### src/rtl/decoder_scan_ctrl.sv
// Row-scan controller for a 3-to-8 decoder (74x138 style enables).
// Each selected row gets a blanking gap with the decoder disabled, then a dwell with it enabled.
module decoder_scan_ctrl #(
    parameter int BLANK_CYC = 2
) (
    input  logic       clk,
    input  logic       rst,
    input  logic       start,
    input  logic       stop,
    input  logic       mode_cont,
    input  logic [7:0] dwell,
    input  logic [7:0] row_mask,
    output logic       E1_n,
    output logic       E2_n,
    output logic       E3,
    output logic       A2,
    output logic       A1,
    output logic       A0,
    output logic       busy,
    output logic       frame_done
);

    localparam int BLK = (BLANK_CYC < 1) ? 1 : BLANK_CYC;
    localparam int BW  = $clog2(BLK + 1);
    localparam int CW  = (BW > 8) ? BW : 8;
    localparam logic [CW-1:0] BLK_LAST = CW'(BLK - 1);

    typedef enum logic [1:0] {IDLE, BLANK, DRIVE} state_t;

    state_t          state_q, state_d;
    logic [2:0]      row_q, row_d;
    logic [CW-1:0]   cnt_q, cnt_d;
    logic [7:0]      dwell_q, dwell_d;
    logic [7:0]      mask_q, mask_d;
    logic            cont_q, cont_d;
    logic            e1_n_q, e1_n_d;
    logic            e2_n_q, e2_n_d;
    logic            e3_q, e3_d;
    logic            busy_q, busy_d;
    logic            fd_q, fd_d;
    logic            en_d;

    logic [2:0]      nxt_row;
    logic            has_nxt;

    function automatic logic [2:0] lowest_set(input logic [7:0] m);
        logic [2:0] r;
        r = '0;
        for (int i = 7; i >= 0; i--) begin
            if (m[i]) r = 3'(i);
        end
        return r;
    endfunction

    // Next selected row strictly above the current one, if any.
    always_comb begin
        nxt_row = '0;
        has_nxt = 1'b0;
        for (int i = 7; i >= 0; i--) begin
            if (mask_q[i] && (3'(i) > row_q)) begin
                nxt_row = 3'(i);
                has_nxt = 1'b1;
            end
        end
    end

    always_comb begin
        state_d = state_q;
        row_d   = row_q;
        cnt_d   = cnt_q;
        dwell_d = dwell_q;
        mask_d  = mask_q;
        cont_d  = cont_q;
        fd_d    = 1'b0;
        case (state_q)
            IDLE: begin
                if (start && !stop) begin
                    dwell_d = (dwell == 8'd0) ? 8'd1 : dwell;
                    mask_d  = row_mask;
                    cont_d  = mode_cont;
                    if (row_mask != 8'd0) begin
                        state_d = BLANK;
                        row_d   = lowest_set(row_mask);
                        cnt_d   = BLK_LAST;
                    end else begin
                        fd_d = 1'b1;
                    end
                end
            end
            BLANK: begin
                if (stop) begin
                    state_d = IDLE;
                end else if (cnt_q == '0) begin
                    state_d = DRIVE;
                    cnt_d   = CW'(dwell_q) - CW'(1);
                end else begin
                    cnt_d = cnt_q - CW'(1);
                end
            end
            DRIVE: begin
                if (stop) begin
                    state_d = IDLE;
                end else if (cnt_q != '0) begin
                    cnt_d = cnt_q - CW'(1);
                end else if (has_nxt) begin
                    state_d = BLANK;
                    row_d   = nxt_row;
                    cnt_d   = BLK_LAST;
                end else begin
                    // Frame end: the address holds in IDLE, wraps in continuous mode.
                    fd_d = 1'b1;
                    if (cont_q) begin
                        state_d = BLANK;
                        row_d   = lowest_set(mask_q);
                        cnt_d   = BLK_LAST;
                    end else begin
                        state_d = IDLE;
                    end
                end
            end
            default: state_d = IDLE;
        endcase
        en_d   = (state_d == DRIVE);
        busy_d = (state_d != IDLE);
        e1_n_d = ~en_d;
        e2_n_d = ~en_d;
        e3_d   = en_d;
    end

    always_ff @(posedge clk) begin
        if (rst) begin
            state_q <= IDLE;
            row_q   <= '0;
            cnt_q   <= '0;
            dwell_q <= '0;
            mask_q  <= '0;
            cont_q  <= 1'b0;
            e1_n_q  <= 1'b1;
            e2_n_q  <= 1'b1;
            e3_q    <= 1'b0;
            busy_q  <= 1'b0;
            fd_q    <= 1'b0;
        end else begin
            state_q <= state_d;
            row_q   <= row_d;
            cnt_q   <= cnt_d;
            dwell_q <= dwell_d;
            mask_q  <= mask_d;
            cont_q  <= cont_d;
            e1_n_q  <= e1_n_d;
            e2_n_q  <= e2_n_d;
            e3_q    <= e3_d;
            busy_q  <= busy_d;
            fd_q    <= fd_d;
        end
    end

    assign E1_n         = e1_n_q;
    assign E2_n         = e2_n_q;
    assign E3           = e3_q;
    assign {A2, A1, A0} = row_q;
    assign busy         = busy_q;
    assign frame_done   = fd_q;

endmodule

### config.mk
export PLATFORM = sky130hd
export DESIGN_NAME = decoder_scan_ctrl
export DESIGN_NICKNAME = d
export VERILOG_FILES = /design/src/rtl/decoder_scan_ctrl.sv
export SDC_FILE = /design/constraint.sdc
export NUM_CORES = 1
export LEC_CHECK = 0
export ABC_AREA = 1
export BUFFER_PORTS_ARGS = -buffer_cell sky130_fd_sc_hd__buf_2
export CAP_MARGIN = 20
export CORE_UTILIZATION = 50
export DETAILED_ROUTE_END_ITERATION = 7
export HOLD_SLACK_MARGIN = 0.15
export PLACE_DENSITY = 0.85
export SETUP_SLACK_MARGIN = 0.02
export SKIP_CTS_REPAIR_TIMING = 1
export SLEW_MARGIN = 5
export SYNTH_ARGS = -nofsm -noshare
export SYNTH_HDL_FRONTEND = slang
export SYNTH_SLANG_ARGS = --single-unit
### constraint.sdc
create_clock -name clk -period 1.6 [get_ports clk]
set_input_delay 0.08 -clock clk [delete_from_list [all_inputs] [get_ports clk]]
set_output_delay 0.08 -clock clk [all_outputs]
set_load 0.05 [all_outputs]
==> impl_metrics.yaml <==
status:
  violations: "setup timing"
  outcome: "finished with violations"
hold_path:
  whs_endpoint: "mask_q[7]$_SDFFE_PP0P_"
  hp-class: "in2reg"
  hold_path.startpoint: "row_mask[7]"
  min_path_cells: 3
floorplan:
  core_region_area_um2: 4090
  start_util_pct: 53.0
  dieHeight_um: 67.8
  die_area_um2: 4600
  io_pins: 29
  fp.dieW_um: 67.8
  rows: 23
yosys:
  synth_area_um2: 2160
  synth_cells: 343
  ys_ff_latch: 34
  ys_top_cells_by_area: "dfxtp_1 (31%), nand2_1 (13%), nor2_1 (8.3%), a21oi_1 (7.6%), inv_1 (7.3%)"
  avgSynthCellArea_um2: 6.31
  yosysWarnings: 0
  synth_cell_types: 30
  synth-seq-area-share_pct: 31.4
  synth.top_cell.area_share_pct: 31.4
  synth_fp_nets: 371
  synth_area_leader_cell: "dfxtp_1"
place:
  gp_congestion: 0.987
  hpwl_mm: 4.10
  portBuffers: 28
timing:
  hold_ws_ns: 0.117
  grt_setup_unrepaired: "true"
  relSlewSlack_pct: 78.8
  tns_ns: -0.0453
  fin_crit_sh_pct: 102
  timing.fmax_mhz: 610
  final-max-slew-violation-count: 0
  layout_min_cycle_time_ns: 1.64
  finalHoldViolCount: 0
  fin_skew_ns: 0.00772
  fin_ws_ns: -0.0390
  finalSetupViolCount: 2
  worst_pin_slew_ns: 0.315
setup_path:
  cp-end-kind: "register"
  start_kind: "register"
  path_class: "reg2reg"
  crit_arrival_ns: 1.86
  path_max_fanout: 7
  r2r_end: "cnt_q[5]$_SDFFE_PP0P_"
  cp.required_ns: 1.82
  r2r_slack_ns: -0.04
  reg2reg_from: "cnt_q[3]$_SDFFE_PP0P_"
  rr_worst_depth: 9
clock_tree:
  cts.sinks: 34
  ctsLongestPathBuffers: 2
  cts_made_buffers: 5
  cts_tree: "done"
  clkTransAtPathRegs_ns: 0.07
  insertion_delay_ns: 0.29
  cts_max_level: 2
  root_buffer: "clkbuf_8"
drt:
  dr.pass1.iters: 5
  drt_wl_total_mm: 6.58
  drtAntennaViolNets: 0
  via_count: 2620
  drt_iter0_markers: 191
  wire_per_inst_um: 14.2
  viasPerCell: 5.65
  drcViolationCount: 0
global_routing:
  grt_use_total_pct: 26.1
  grt_max_degree: 27
  grt-ovfl-total: 0
  grt_antenna_before_repair: 0
  grt_pass1_wl_mm: 8.96
  grt_pass1_vias: 2241
cells_and_area:
  nFillCells: 313
  final_layout_size_suffix_gt1_share_pct: 27.5
  syn2layout_area_growth_pct: 37.1
  num_antenna_cells: 0
  layout.nets: 441
power:
  clock_power_share_pct: 23.1
  power_frac_seq_pct: 35.6
  intPower_mw: 1.72
  pwr-share-comb_pct: 41.3
  powerDensity_nw_per_um2: 943
  leakage_nw: 1.36
  switching_share_pct: 38.7
  p_sw_mw: 1.08
  ir_drop_uv: 706
run:
  drv_cap: 0
per-stage QoR:
| stage | area, um^2 | std cells | setup slack [ns] | power (mW) | utilization [%] |
|---|---|---|---|---|---|
| floorplan | 2180 | 343 | 0.0223 | 1.68 | - |
| global placement | 2520 | 435 | -0.0278 | 1.93 | 61.6 |
| detailed placement | 2520 | 435 | -0.0927 | 1.95 | 61.6 |
| CTS | 2610 | 443 | -0.0949 | 2.61 | 63.8 |
| global route | 2970 | 464 | -0.119 | 2.96 | 72.6 |
| finish | 2970 | 464 | -0.0390 | 2.80 | 72.6 |
synthesized netlist by cell type:
cell type,instances
nor2_2,6
o21ai_1,2
nand3_2,1
nor4_1,1
nor2_1,48
inv_2,3
o21ai_0,24
clkbuf_1,4
o21bai_4,1
a211oi_1,1
o31ai_1,1
a31oi_1,1
o21bai_1,4
ha_1,7
a21oi_1,33
buf_1,1
xor2_1,4
o211ai_1,3
nand2_2,1
nand4_1,5
dfxtp_1,34
nand3_1,30
nor3_1,3
nor2_4,2
nand2_1,76
a21oi_2,1
buf_6,1
buf_4,2
inv_1,42
and2_1,1
cell families (layout without fill, tap and decap cells):
group,Yosys count,count (layout),share of synthesized area (%)
AO/OA/AOI/OAI,71,71,18.3
XOR/XNOR,4,4,1.62
adder cells (fa/ha/maj),7,7,4.05
buffers and inverters,53,123,9.88
flip-flops,34,34,31.4
AND/OR/NAND/NOR,174,175,34.7
routing by layer:
metal	vias up	wire, um	GRT usage, %
met2	128	3340	47.8
met5	-	0	0
met4	0	285	13.5
met1	1211	2540	27.3
met3	29	420	6.08
li1	1252	-	-
worst max-delay path, cell delays in order, from the launching register on:
cell      delay (ns)
dfxtp_1         0.36
nor2_2          0.20
nand2_4         0.08
nor2_4          0.16
inv_2           0.09
nor2_4          0.13
inv_2           0.07
o21bai_4        0.25
nand2_1         0.11
a21oi_1         0.13
cell type report:
cell class	instances	area, um^2	area share (%)
clock inverters	1	5.00	0.169
well taps	50	62.6	2.11
multi-input cells	257	1430	48.2
flip-flops and latches	34	698	23.5
clock buffers	7	86.3	2.91
inverters	45	171	5.78
repair buffers	70	512	17.3
power by group through the flow:
stage          sequential, mW  combinational, mW  clock [mW]
3_3_place_gp             1.00              0.929           0
5_1_grt                  1.01               1.26       0.692
4_1_cts                 0.988              0.955       0.664
6_report                0.996               1.15       0.648
2_1_floorplan            1.07              0.615           0
3_5_place_dp             1.01              0.948           0
state kept, by name (all words and copies together) (netlist names):
name	count
cnt_q	8
dwell_q	8
mask_q	8
row_q	3
state_q	2
E2_n	1
E3	1
busy	1
cont_q	1
frame_done	1
cell usage in the layout, fill, tap and decap left out, drive strengths merged:
| cell type | n |
|---|---|
| o211ai | 3 |
| xor2 | 4 |
| ha | 7 |
| o31ai | 1 |
| inv | 45 |
| nor4 | 1 |
| nand3 | 31 |
| a211oi | 1 |
| a21oi | 34 |
| nand2 | 77 |
| nor3 | 3 |
| o21bai | 5 |
| dfxtp | 34 |
| clkbuf | 7 |
| buf | 54 |
| o21ai | 26 |
| nand4 | 5 |
| dlygate4sd3 | 16 |
| clkinv | 1 |
| nor2 | 57 |
| and2 | 1 |
| a31oi | 1 |
worst max path at each step:
stage,from,endpoint,cells after the start
final,cnt_q[3]$_SDFFE_PP0P_,cnt_q[5]$_SDFFE_PP0P_,9
after global routing,cnt_q[3]$_SDFFE_PP0P_,cnt_q[5]$_SDFFE_PP0P_,9
after CTS,state_q[0]$_SDFF_PP0_,cnt_q[0]$_SDFFE_PP0P_,10
after detailed placement,state_q[0]$_SDFF_PP0_,cnt_q[0]$_SDFFE_PP0P_,10
after global placement,state_q[0]$_SDFF_PP0_,cnt_q[0]$_SDFFE_PP0P_,10
after floorplan,state_q[1]$_SDFF_PP0_,E3$_SDFF_PP0_,8
(Power assumes the default switching activity.)
